===== config.mk =====
export PLATFORM = sky130hd
export DESIGN_NAME = path_delay_meter
export DESIGN_NICKNAME = d
export VERILOG_FILES = /design/src/rtl/path_delay_pkg.sv /design/src/rtl/path_sync.sv /design/src/rtl/path_delay_meter.sv
export SDC_FILE = /design/constraint.sdc
export NUM_CORES = 1
export LEC_CHECK = 0
export CORE_MARGIN = 2
export CORE_UTILIZATION = 50
export DETAILED_ROUTE_END_ITERATION = 7
export PLACE_DENSITY = 0.84
export SLEW_MARGIN = 10
export SYNTH_ARGS = -nofsm -noshare
export SYNTH_HDL_FRONTEND = slang
export SYNTH_SLANG_ARGS = --single-unit

===== constraint.sdc =====
create_clock -name clk -period 2.2 [get_ports clk]
set_input_delay 0.33 -clock clk [delete_from_list [all_inputs] [get_ports clk]]
set_output_delay 0.33 -clock clk [all_outputs]
set_load 0.005 [all_outputs]

===== src/rtl/path_delay_pkg.sv =====
// Shared types and constants for the path delay meter.
// Optional averaging build: define PDM_AVERAGE_EN.
package path_delay_pkg;

   typedef enum logic [2:0] {
      ST_IDLE,
      ST_SETTLE,
      ST_LAUNCH,
      ST_WAIT,
      ST_DONE
   } pdm_state_t;

   localparam int PDM_SYNC_STAGES = 2;
   localparam int PDM_MIN_COUNT   = 2;

endpackage


===== src/rtl/path_sync.sv =====
// Two-flop synchronizer for the returning chain output.
// Keep and placement constraints attach to sync_q.
module path_sync
   import path_delay_pkg::*;
(
   input  logic clk,
   input  logic rst_n,
   input  logic d_i,
   output logic q_o
);

   (* keep = 1 *) logic [PDM_SYNC_STAGES-1:0] sync_q;

   always_ff @(posedge clk or negedge rst_n) begin
      if (!rst_n) begin
         sync_q <= '0;
      end else begin
         sync_q <= {sync_q[PDM_SYNC_STAGES-2:0], d_i};
      end
   end

   assign q_o = sync_q[PDM_SYNC_STAGES-1];

endmodule


===== src/rtl/path_delay_meter.sv =====
// Launch/capture controller timing one delay-chain path in clk cycles.
// Define PDM_AVERAGE_EN to average 2^AVG_LOG2 runs per start.
module path_delay_meter
   import path_delay_pkg::*;
#(
   parameter int CNT_W    = 16,
   parameter int TIMEOUT  = 1000,
   parameter int SETTLE   = 16,
   parameter int AVG_LOG2 = 2
) (
   input  logic             clk,
   input  logic             rst_n,
   input  logic             start,
   output logic             pathInput,
   input  logic             pathResult,
   output logic             busy,
   output logic             measValid,
   input  logic             measReady,
   output logic [CNT_W-1:0] measCount,
   output logic             measTimeout
);

   localparam int SET_W = $clog2(SETTLE);

   if (TIMEOUT < 3 || (TIMEOUT >> CNT_W) != 0 ||
       SETTLE < 3 || AVG_LOG2 < 0) begin : g_bad_cfg
      $error("path_delay_meter: bad parameters");
   end

   pdm_state_t       state_q;
   logic [SET_W-1:0] settle_q;
   logic [CNT_W-1:0] cnt_q;
   logic             base_q;
   logic             path_in_q;
   logic             busy_q;
   logic             valid_q;
   logic [CNT_W-1:0] count_q;
   logic             tmo_q;
   logic             res_sync;
   logic             arrived;

   path_sync u_sync (
      .clk   (clk),
      .rst_n (rst_n),
      .d_i   (pathResult),
      .q_o   (res_sync)
   );

   assign arrived = (res_sync != base_q);

`ifdef PDM_AVERAGE_EN
   localparam int ACC_W = CNT_W + AVG_LOG2;

   logic [ACC_W-1:0]  acc_q;
   logic [AVG_LOG2:0] run_q;
   logic [ACC_W-1:0]  acc_sum;
   logic [ACC_W-1:0]  acc_shr;
   logic              last_run;

   always_comb begin
      acc_sum  = acc_q + ACC_W'(cnt_q);
      acc_shr  = acc_sum >> AVG_LOG2;
      last_run = (run_q == (AVG_LOG2+1)'((1 << AVG_LOG2) - 1));
   end
`endif

   always_ff @(posedge clk or negedge rst_n) begin
      if (!rst_n) begin
         state_q   <= ST_IDLE;
         settle_q  <= '0;
         cnt_q     <= '0;
         base_q    <= 1'b0;
         path_in_q <= 1'b0;
         busy_q    <= 1'b0;
         valid_q   <= 1'b0;
         count_q   <= '0;
         tmo_q     <= 1'b0;
`ifdef PDM_AVERAGE_EN
         acc_q     <= '0;
         run_q     <= '0;
`endif
      end else begin
         unique case (state_q)
            ST_IDLE: begin
               if (start) begin
                  state_q  <= ST_SETTLE;
                  settle_q <= '0;
                  busy_q   <= 1'b1;
`ifdef PDM_AVERAGE_EN
                  acc_q    <= '0;
                  run_q    <= '0;
`endif
               end
            end
            ST_SETTLE: begin
               if (settle_q == SET_W'(SETTLE - 1)) begin
                  base_q  <= res_sync;
                  state_q <= ST_LAUNCH;
               end else begin
                  settle_q <= settle_q + SET_W'(1);
               end
            end
            ST_LAUNCH: begin
               path_in_q <= ~path_in_q;
               cnt_q     <= '0;
               state_q   <= ST_WAIT;
            end
            ST_WAIT: begin
               if (arrived) begin
`ifdef PDM_AVERAGE_EN
                  acc_q <= acc_sum;
                  if (last_run) begin
                     count_q <= CNT_W'(acc_shr);
                     tmo_q   <= 1'b0;
                     valid_q <= 1'b1;
                     state_q <= ST_DONE;
                  end else begin
                     run_q    <= run_q + (AVG_LOG2+1)'(1);
                     settle_q <= '0;
                     state_q  <= ST_SETTLE;
                  end
`else
                  count_q <= cnt_q;
                  tmo_q   <= 1'b0;
                  valid_q <= 1'b1;
                  state_q <= ST_DONE;
`endif
               end else if (cnt_q == CNT_W'(TIMEOUT)) begin
                  // remaining averaging runs are abandoned here too
                  count_q <= CNT_W'(TIMEOUT);
                  tmo_q   <= 1'b1;
                  valid_q <= 1'b1;
                  state_q <= ST_DONE;
               end else begin
                  cnt_q <= cnt_q + CNT_W'(1);
               end
            end
            ST_DONE: begin
               if (measReady) begin
                  valid_q <= 1'b0;
                  busy_q  <= 1'b0;
                  state_q <= ST_IDLE;
               end
            end
            default: begin
               state_q <= ST_IDLE;
            end
         endcase
      end
   end

   assign pathInput   = path_in_q;
   assign busy        = busy_q;
   assign measValid   = valid_q;
   assign measCount   = count_q;
   assign measTimeout = tmo_q;

endmodule


### After elaboration in Yosys (flattened, before gate mapping)

Cells that the tools add are included.

| word-level totals | value |
|---|---|
| register bits after elaboration | 46 |
| input bits | 5 |
| output and inout port bits | 20 |

| cells by class | value |
|---|---|
| add/sub/neg operators | 2 |
| equality and inequality tests | 14 |
| mux-type cells | 21 |
| bitwise operators | 1 |
| reductions and logical operators | 13 |

Operators with widths:

| operator | number |
|---|---|
| $mux W16 | 4 |
| $pmux W16 S2 | 1 |
| $add A16 B1 Y16 const B | 1 |
| $eq A16 B10 Y1 const B | 1 |
| $mux W3 | 5 |
| $pmux W3 S5 | 1 |
| $ne A2 B2 Y1 const B | 6 |
| $reduce_and A3 Y1 | 4 |
| $reduce_bool A2 Y1 | 5 |
| $mux W4 | 2 |
| $pmux W4 S2 | 1 |
| $eq A3 B2 Y1 const B | 2 |
| $mux W1 | 5 |
| $add A4 B1 Y4 const B | 1 |
| $eq A4 B4 Y1 const B | 1 |
| $pmux W1 S2 | 2 |
| $reduce_and A2 Y1 | 2 |
| $reduce_and A4 Y1 | 1 |
| $eq A3 B1 Y1 const B | 1 |
| $eq A3 B3 Y1 const B | 1 |
| $logic_not A3 Y1 | 1 |
| $ne A3 B3 Y1 const B | 1 |
| $ne A1 B1 Y1 | 1 |
| $not A1 Y1 | 1 |

### Longest topological paths before layout

Gate-level depths: netlist of run 1.

| depth | value |
|---|---|
| depth in word-level cells | 4 |
| gate-level depth with buffers | 8 |
| mapped depth without buffers | 7 |

### Modules after synthesis

Synthesis of run 1 repeated with hierarchy kept, for this count alone.

| unflattened totals | value |
|---|---|
| cells, all modules | 247 |
| area total of the unflattened synthesis | 2406.1 sq um |

Modules (own cells, without submodules):

| module | instances | cells an instance | area an instance (sq um) | seq. area each (sq um) |
|---|---|---|---|---|
| path_delay_meter | 1 | 244 | 2348.5 | 1101.1 |
| path_sync | 1 | 3 | 57.6 | 50.0 |

### Worst setup path before layout of run 1

OpenSTA, ideal clock, no wires.

| timing path | value |
|---|---|
| kind | register to register |
| from | register cnt_q[12] |
| to | register cnt_q[0] |
| data arrival time | 1895 ps |
| path slack | 180 ps |
| stages on the path, launching flop included | 7 |
| buffers on the path | 1 |
| clock period less this slack | 2020 ps |
| cell sequence | dfrtp_1 -> or4_4 -> nor4_4 -> or2b_2 -> buf_6 -> nor2_2 -> mux2_2 |

| between the ends | value |
|---|---|
| longest elaborated chain between the ends | 3 |

Ends and longest elaborated chain:

| item | RTL line | text |
|---|---|---|
| start: declaration | path_delay_meter.sv:32 | `logic [CNT_W-1:0] cnt_q;` |
| start signal: assignment | path_delay_meter.sv:135 | `cnt_q <= cnt_q + CNT_W'(1);` |
| $eq A16 B10 Y1 | path_delay_meter.sv:128 | `end else if (cnt_q == CNT_W'(TIMEOUT)) begin` |
| $ne A2 B2 Y1 (no line) | -- |  |
| $reduce_and A3 Y1 (no line) | -- |  |

Every way passes these cells.
A chain may end at the register's enable or synchronous reset.

### Worst setup path after layout of run 1

| timing path | value |
|---|---|
| from | register cnt_q[10] |
| to | register cnt_q[0] |

The elaborated chain is that of the path after synthesis.

==> metrics.md, run 1 <==
| Metric | Value |
|---|---|
| Result of the run | finished, final reports clean |
| Share of the yosys chip area belonging to registers | 0.523 |
| Count of input and output buffers | 24 |
| Count of synthesis-stage warnings from yosys | 0 |
| Wire per inst | around 16 um |
| TritonCTS Sinks | 46 |
| First-pass DRT Iterations | 4 |
| Per-instance average area after synthesis | approximately 10 sq um |
| Remaining design rule violation count | 0 |
| First-pass GRT wire length | 8240 um |
| TritonCTS clock tree | built |
| Main synth FF type | sky130_fd_sc_hd__dfrtp_1 |
| Final worst path period share | 0.962 |
| Power density relative to cell area | between 1000 and 1500 mW/mm^2 |
| Minimum clock period | between 2 and 2.5 ns |
| CP Data Arrival Time | roughly 2.3 ns |
| Total GRT Usage | 0.211 |
| Count of flip-flops with a built-in enable after synthesis | 0 |
| Remaining antenna violation count | 0 |
| Vias in the first global route | approximately 1.8k |
| Count of distinct cell types in the synthesized netlist | 45 |
| Worst Path Required | around 2.4 ns |
| Number of vias after detailed routing | 1831 |
| Count of final setup violators | 0 |
| Horizontal die dimension | roughly 70 um |
| Worst setup slack before clock tree synthesis | 0.0788 ns |
| Sort of element at the start of the critical path | register |
| Crit Path Max Fanout | 13 |
| Post-Syn Area | between 0.002 and 0.0025 sq mm |
| Pin count of the biggest net entering global routing | 25 |
| Headroom to the max-slew limit | 0.637 |
| Slew Viols, Final | 0 |
| Setup repair after global routing missed its margin | false |
| Final Worst Setup Slack | between 0.08 and 0.09 ns |
| Initial Utilization | 0.513 |
| Maximum root-to-sink buffer count | 2 |
| Fraction of layout cells with a size suffix above 1 | 0.114 |
| Async S/R FF share, synth | 1.00 |
| Most common cell after layout, fill and taps aside | sky130_fd_sc_hd__dfrtp_1 |
| Class of the worst hold path | input pin to async pin |
| CP cell instances | or4_4 > nor4_4 > or2b_4 > nor2_2 > mux2_2 |
| Depth of the CTS H-tree | 2 |
| Remaining Overflow, GRT | 0 |
| Leakage power | approximately 1.2 nW |
| Worst Clk Skew | ~0.0045 ns |
| Maximum ir drop on the vdd rail | ~0.66 mV |
| CTS Buf Count | 5 |
| Routability congestion estimate from global placement | around 0.89 |
| FF-to-FF End | cnt_q[0] |
| Capturing element type of the critical path | register |
| Post-CTS Setup Inserts | 0 |
| Clock slew at reported path FFs | 0.08 ns |
| Cell with the biggest individual delay on the critical path | sky130_fd_sc_hd__or4_4 |
| Fmax | about 470 MHz |
| Leading cell types in the layout, fill and taps excluded | sky130_fd_sc_hd__dfrtp_1, sky130_fd_sc_hd__nand2_1, sky130_fd_sc_hd__clkdlybuf4s50_1 |
| Die Ht | between 70 and 80 um |
| Antenna fix cells | 0 |
| R2R Path Start | cnt_q[10] |
| Detailed Place HPWL | roughly 3400 um |
| Root Buffer Master | sky130_fd_sc_hd__clkbuf_8 |
| Area growth from synthesis to layout | 20.8% |
| Synth Net Count | between 200 and 250 |
| Cells after Synth | 221 |
| Setup total negative slack | 0 ns |
| Vias per cell | between 5 and 6 |
| Initial antenna violation count | 0 |
| Flops & latches, synth | 46 |
| DRT iter0 DRCs | roughly 140 |
| Die footprint | 0.00495 sq mm |
| Delay-heaviest family, CP | simple AND/OR/NAND/NOR gates |
| Worst Path Class, Setup | register to register |
| Bufs and invs on worst path | 0 |
| Reg2Reg Setup Slack | between 0.08 and 0.09 ns |
| Final net count | 263 |
| Max_cap viols | 0 |
| Hold WS | ~0.012 ns |
| Hold Fails Final Rpt | 0 |
| Total Wirelength | just under 5000 um |
| Pin slew with the least headroom to its limit | ~0.55 ns |
| Later-pin clock latency in the skew report | roughly 0.3 ns |
| Final cell utilization of the core | 0.619 |
| Depth of the worst register-to-register path | 5 |
| Standard-cell row count | 24 |
| Placeable Area | 0.00429 sq mm |
| Number of primary I/O pins | 25 |
| Delay of the slowest cell on the worst path | about 0.55 ns |
worst reg2reg max path: cells and delay by family, from the launching register on:
family / cells / cell delay, ns
flops: 1 / 0.45
mux: 1 / 0.27
simple gates: 4 / 1.29
routing by layer:
| layer | vias up | GRT usage | wire, um |
|---|---|---|---|
| li1 | 879 | - | - |
| met1 | 882 | 0.285 | 2190 |
| met2 | 60 | 0.320 | 2220 |
| met3 | 10 | 0.0505 | 285 |
| met4 | 0 | 0.103 | 110 |
| met5 | - | 0 | 0 |
synth_stat cells (2+ instances only):
| master | number | share of area |
|---|---|---|
| sky130_fd_sc_hd__a31oi_1 | 2 | 0.0057 |
| sky130_fd_sc_hd__nand4_1 | 2 | 0.0057 |
| sky130_fd_sc_hd__inv_1 | 5 | 0.0085 |
| sky130_fd_sc_hd__clkbuf_1 | 8 | 0.014 |
| sky130_fd_sc_hd__o21ai_0 | 18 | 0.041 |
| sky130_fd_sc_hd__o41ai_1 | 2 | 0.0080 |
| sky130_fd_sc_hd__nand2_1 | 30 | 0.051 |
| sky130_fd_sc_hd__o311ai_0 | 2 | 0.0080 |
| sky130_fd_sc_hd__nor2_1 | 16 | 0.027 |
| sky130_fd_sc_hd__dfrtp_1 | 46 | 0.52 |
| sky130_fd_sc_hd__o211ai_1 | 4 | 0.014 |
| sky130_fd_sc_hd__a22o_1 | 12 | 0.048 |
| sky130_fd_sc_hd__or3_1 | 4 | 0.011 |
| sky130_fd_sc_hd__mux2_2 | 3 | 0.015 |
| sky130_fd_sc_hd__xnor2_1 | 2 | 0.0080 |
| sky130_fd_sc_hd__mux2i_1 | 2 | 0.0091 |
| sky130_fd_sc_hd__or4_1 | 4 | 0.014 |
| sky130_fd_sc_hd__buf_2 | 2 | 0.0045 |
| sky130_fd_sc_hd__o31ai_1 | 6 | 0.020 |
| sky130_fd_sc_hd__ha_1 | 3 | 0.017 |
| sky130_fd_sc_hd__a21oi_1 | 6 | 0.014 |
| sky130_fd_sc_hd__nand3_1 | 15 | 0.034 |
| sky130_fd_sc_hd__o31a_1 | 2 | 0.0080 |
| sky130_fd_sc_hd__nor3_1 | 4 | 0.0091 |
cell families (layout without fill, tap and decap cells):
kind of cell | count (synthesis) | count (layout) | share of synthesized area
xor+xnor | 3 | 3 | 0.0119
fa+ha+maj | 3 | 3 | 0.0171
mux | 5 | 5 | 0.0244
flops | 46 | 46 | 0.523
compound gates | 60 | 60 | 0.188
buf+inv | 16 | 50 | 0.0318
simple gates | 88 | 88 | 0.204
final cells by class:
type	instances	area [sq um]
clock buffers	7	76.3
multi-input cells	159	982
inverters	5	18.8
repair buffers	38	365
fillers	364	1640
flip-flops and latches	46	1150
well taps	52	65.1
power by group:
group          internal (W)  switching [W]  total [W]  leakage, nW
clock              0.000219       0.000263   0.000482       0.0383
sequential          0.00102       0.000167    0.00119        0.599
combinational      0.000491       0.000534    0.00102        0.514
total               0.00173       0.000964    0.00269         1.15
state kept, by name, indices dropped and copies added (netlist names):
register	count
cnt_q	16
measCount	16
settle_q	4
state_q	3
u_sync.sync_q	2
base_q	1
busy	1
measTimeout	1
measValid	1
pathInput	1
repair_timing:
action                                  4_1_cts  5_1_grt
hold buffers                                  0        0
endpoints found under the setup margin        0        3
gates resized for setup                       0        2
metrics by stage:
step | instance area [sq um] | cells | total power (W)
finish | 2660 | 307 | 0.00269
global route | 2660 | 307 | 0.00289
CTS | 2660 | 307 | 0.00271
detailed placement | 2580 | 300 | 0.00222
global placement | 2580 | 300 | 0.00218
floorplan | 2200 | 221 | 0.00179
how the worst max path moves through the flow:
| stage | start | end | slack, ns | depth (start not counted) |
|---|---|---|---|---|
| after floorplan | cnt_q[12] | cnt_q[0] | 0.18 | 6 |
| after global placement | cnt_q[13] | cnt_q[0] | 0.13 | 5 |
| after detailed placement | cnt_q[10] | cnt_q[0] | 0.08 | 5 |
| after CTS | cnt_q[10] | cnt_q[0] | 0.06 | 5 |
| after global routing | cnt_q[10] | cnt_q[0] | 0.007 | 5 |
| final | cnt_q[10] | cnt_q[0] | 0.08 | 5 |
Note: power is estimated with default switching activity, not from simulation.
==> run 2, diff against run 1 <==
CTS_CLUSTER_SIZE = 40   (was unset)
SLEW_MARGIN = 20   (was 10)
==> results of run 2 <==
No change in the layout: final DEF, timing and power equal those of run 1.
==> run 3, diff against run 2 <==
TNS_END_PERCENT = 100   (was unset)
clock period = 1.9 ns   (was 2.2 ns; I/O delays follow)
==> run 3 against run 2 <==
- the flow now finishes with violations (negative setup slack)
- non-clock buffer count rose by 25
- power rose by 31%
- design area rose by 10%
- clock skew rose by 0.0013 ns
- sequential share of layout area fell by 4.0 points
- worst hold slack improved by 0.34 ns
- largest cell class unchanged
- largest power group is now combinational logic
==> metrics.md, run 3 (synthesis gave the netlist of run 1 again) <==
| Metric | Value |
|---|---|
| Pin count of the biggest net entering global routing | 47 (was 25) |
| Total GRT Usage | 0.230 (was 0.211) |
| Switching portion of total power | 0.346 (was 0.358) |
| Maximum root-to-sink buffer count | 2 (unchanged) |
| Sw power | 0.00122 W (was 0.000964 W) |
| Vias per cell | 5.74 (was 5.96) |
| Fmax | 510 MHz (was 473 MHz) |
| Worst Clk Skew | 0.00580 ns (was 0.00451 ns) |
| Setup repair after global routing missed its margin | true (was false) |
| Root Buffer Master | sky130_fd_sc_hd__clkbuf_8 (unchanged) |
| Final worst path period share | 1.03 (was 0.962) |
| Power density relative to cell area | 1210 mW/mm^2 (was 1010 mW/mm^2) |
| Antenna fix cells | 0 (unchanged) |
| Number of primary I/O pins | 25 (unchanged) |
| Leading cell types in the layout, fill and taps excluded | sky130_fd_sc_hd__dfrtp_1, sky130_fd_sc_hd__buf_4, sky130_fd_sc_hd__nand2_1 (was sky130_fd_sc_hd__dfrtp_1, sky130_fd_sc_hd__nand2_1, sky130_fd_sc_hd__clkdlybuf4s50_1) |
| R2R Path Start | cnt_q[2] (was cnt_q[10]) |
| Worst Path Required | 2.10 ns (was 2.39 ns) |
| Depth of the CTS H-tree | 2 (unchanged) |
| Violations in the final reports | negative setup slack |
| Worst Path Class, Setup | register to register (unchanged) |
| CP Data Arrival Time | 2.16 ns (was 2.30 ns) |
| Standard-cell row count | 24 (unchanged) |
| Sort of element at the start of the critical path | register (unchanged) |
| Maximum ir drop on the vdd rail | 0.774 mV (was 0.660 mV) |
| Result of the run | finished, violations left (was finished, final reports clean) |
| Minimum clock period | 1.96 ns (was 2.12 ns) |
| CTS Buf Count | 5 (unchanged) |
| Horizontal die dimension | 70.3 um (unchanged) |
| Area of placed instances | 0.00276 sq mm (was 0.00258 sq mm) |
| Capturing element type of the critical path | register (unchanged) |
| Final Worst Setup Slack | -0.0591 ns (was 0.0841 ns) |
| Portion of total power attributed to the clock network | 0.209 (was 0.179) |
| Startpoint of the worst setup timing path | cnt_q[2] (was cnt_q[10]) |
| Detailed Place HPWL | 3650 um (was 3430 um) |
| Design area | 0.00293 sq mm (was 0.00266 sq mm) |
| Area growth from synthesis to layout | 33.1% (was 20.8%) |
| Startpoint of the lowest-slack hold path | u_sync.sync_q[0] |
| TritonCTS Sinks | 46 (unchanged) |
| Vias in the first global route | 1834 (was 1757) |
| DRT iter0 DRCs | 174 (was 137) |
| Die Ht | 70.3 um (unchanged) |
| Count of final setup violators | 20 (was 0) |
| Remaining design rule violation count | 0 (unchanged) |
| Placeable Area | 0.00429 sq mm (unchanged) |
| Die footprint | 0.00495 sq mm (unchanged) |
| Total Wirelength | 5190 um (was 4800 um) |
| First-pass GRT wire length | 8830 um (was 8240 um) |
| Later-pin clock latency in the skew report | 0.31 ns (was 0.30 ns) |
| Share of power burned in registers | 0.375 (was 0.441) |
| Initial antenna violation count | 0 (unchanged) |
| Clock slew at reported path FFs | 0.09 ns (was 0.08 ns) |
| Number of vias after detailed routing | 1912 (was 1831) |
| Routability congestion estimate from global placement | 0.923 (was 0.889) |
| Hold Fails Final Rpt | 0 (unchanged) |
| Fraction of layout cells with a size suffix above 1 | 0.221 (was 0.114) |
| Final cell utilization of the core | 0.682 (was 0.619) |
| Final net count | 288 (was 263) |
| Worst setup slack before clock tree synthesis | -0.0732 ns (was 0.0788 ns) |
| Comb power frac | 0.417 (was 0.380) |
| Class of the worst hold path | register to register (was input pin to async pin) |
| Remaining Overflow, GRT | 0 (unchanged) |
| Headroom to the max-slew limit | 0.646 (was 0.637) |
| Crit Path Max Fanout | 5 (was 13) |
| Pin slew with the least headroom to its limit | 0.529 ns (was 0.545 ns) |
| Slew Viols, Final | 0 (unchanged) |
| Leakage power | 1.30 nW (was 1.15 nW) |
| TritonCTS clock tree | built (unchanged) |
| Initial Utilization | 0.513 (unchanged) |
| First-pass DRT Iterations | 4 (unchanged) |
| Cell-internal power | 0.00231 W (was 0.00173 W) |
| Wire per inst | 15.6 um (about the same) |
| Remaining antenna violation count | 0 (unchanged) |
| Max_cap viols | 0 (unchanged) |
| Most common cell after layout, fill and taps aside | sky130_fd_sc_hd__dfrtp_1 (unchanged) |
| Count of input and output buffers | 24 (unchanged) |
[run 3: cell types whose count changed in the layout (fill, tap and decap cells not counted), sizes merged]
cell,previous run,this run
dlygate4sd3,0,1
clkbuf,7,5
clkinvlp,0,2
bufinv,0,1
buf,15,39
[run 3: worst max-delay path, cell delays in order, from the launching register on]
cell and delay, ns:
sky130_fd_sc_hd__dfrtp_1 0.38, sky130_fd_sc_hd__or4b_4 0.54, sky130_fd_sc_hd__nor4_4 0.38, sky130_fd_sc_hd__or2b_4 0.23, sky130_fd_sc_hd__nor2_2 0.04, sky130_fd_sc_hd__mux2_2 0.26
[run 3: layout make-up]
class                           instances  area, sq um
Inverter                                5         18.8
Timing Repair Buffer                   63          572
Tap cell                               52         65.1
Fill cell                             333         1370
Clock inverter                          3         45.0
Clock buffer                            5         68.8
Sequential cell                        46         1150
Multi-Input combinational cell        159         1010
[run 3: stage by stage]
stage / setup TNS, ns / hold slack [ns] / power [W] / cells
floorplan: -0.155 / -0.0106 / 0.00210 / 221
global placement: -0.0805 / 0.280 / 0.00269 / 321
detailed placement: -1.01 / 0.285 / 0.00275 / 321
CTS: -0.751 / 0.355 / 0.00349 / 331
global route: -2.71 / 0.377 / 0.00377 / 333
finish: -0.630 / 0.353 / 0.00353 / 333
[run 3: timing repair]
action / 4_1_cts / 5_1_grt
gates resized for setup: 5 / 7
endpoints found under the hold margin: 46 / 0
endpoints found under the setup margin: 24 / 32
pin swaps: 11 / 10
setup buffers: 1 / 2
hold buffers: 1 / 0
[run 3: path summary, 6_finish.rpt]
check / end / slack, ns / cells after the start
worst max-delay path: cnt_q[0] / -0.06 / 5
min in group asynchronous: busy / 0.47 / 3
worst min register to register: u_sync.sync_q[1] / 0.35 / 0
worst min-delay path: u_sync.sync_q[1] / 0.35 / 0
worst max register to register: cnt_q[0] / -0.06 / 5
max in group asynchronous: measCount[0] / 1.21 / 3
[run 3: per-layer routing]
layer | GRT usage | routed length, um
met3 | 0.0534 | 252
met5 | 0 | 0
met2 | 0.364 | 2530
met4 | 0.0983 | 121
met1 | 0.303 | 2290
[run 3: power by group through the flow]
stage                     Clock [W]  Combinational (W)  Sequential [W]
after CTS                  0.000744            0.00143         0.00132
after global placement            0            0.00137         0.00133
after detailed placement          0            0.00141         0.00134
final                      0.000738            0.00147         0.00132
after floorplan                   0           0.000745         0.00136
after global routing       0.000792            0.00162         0.00135
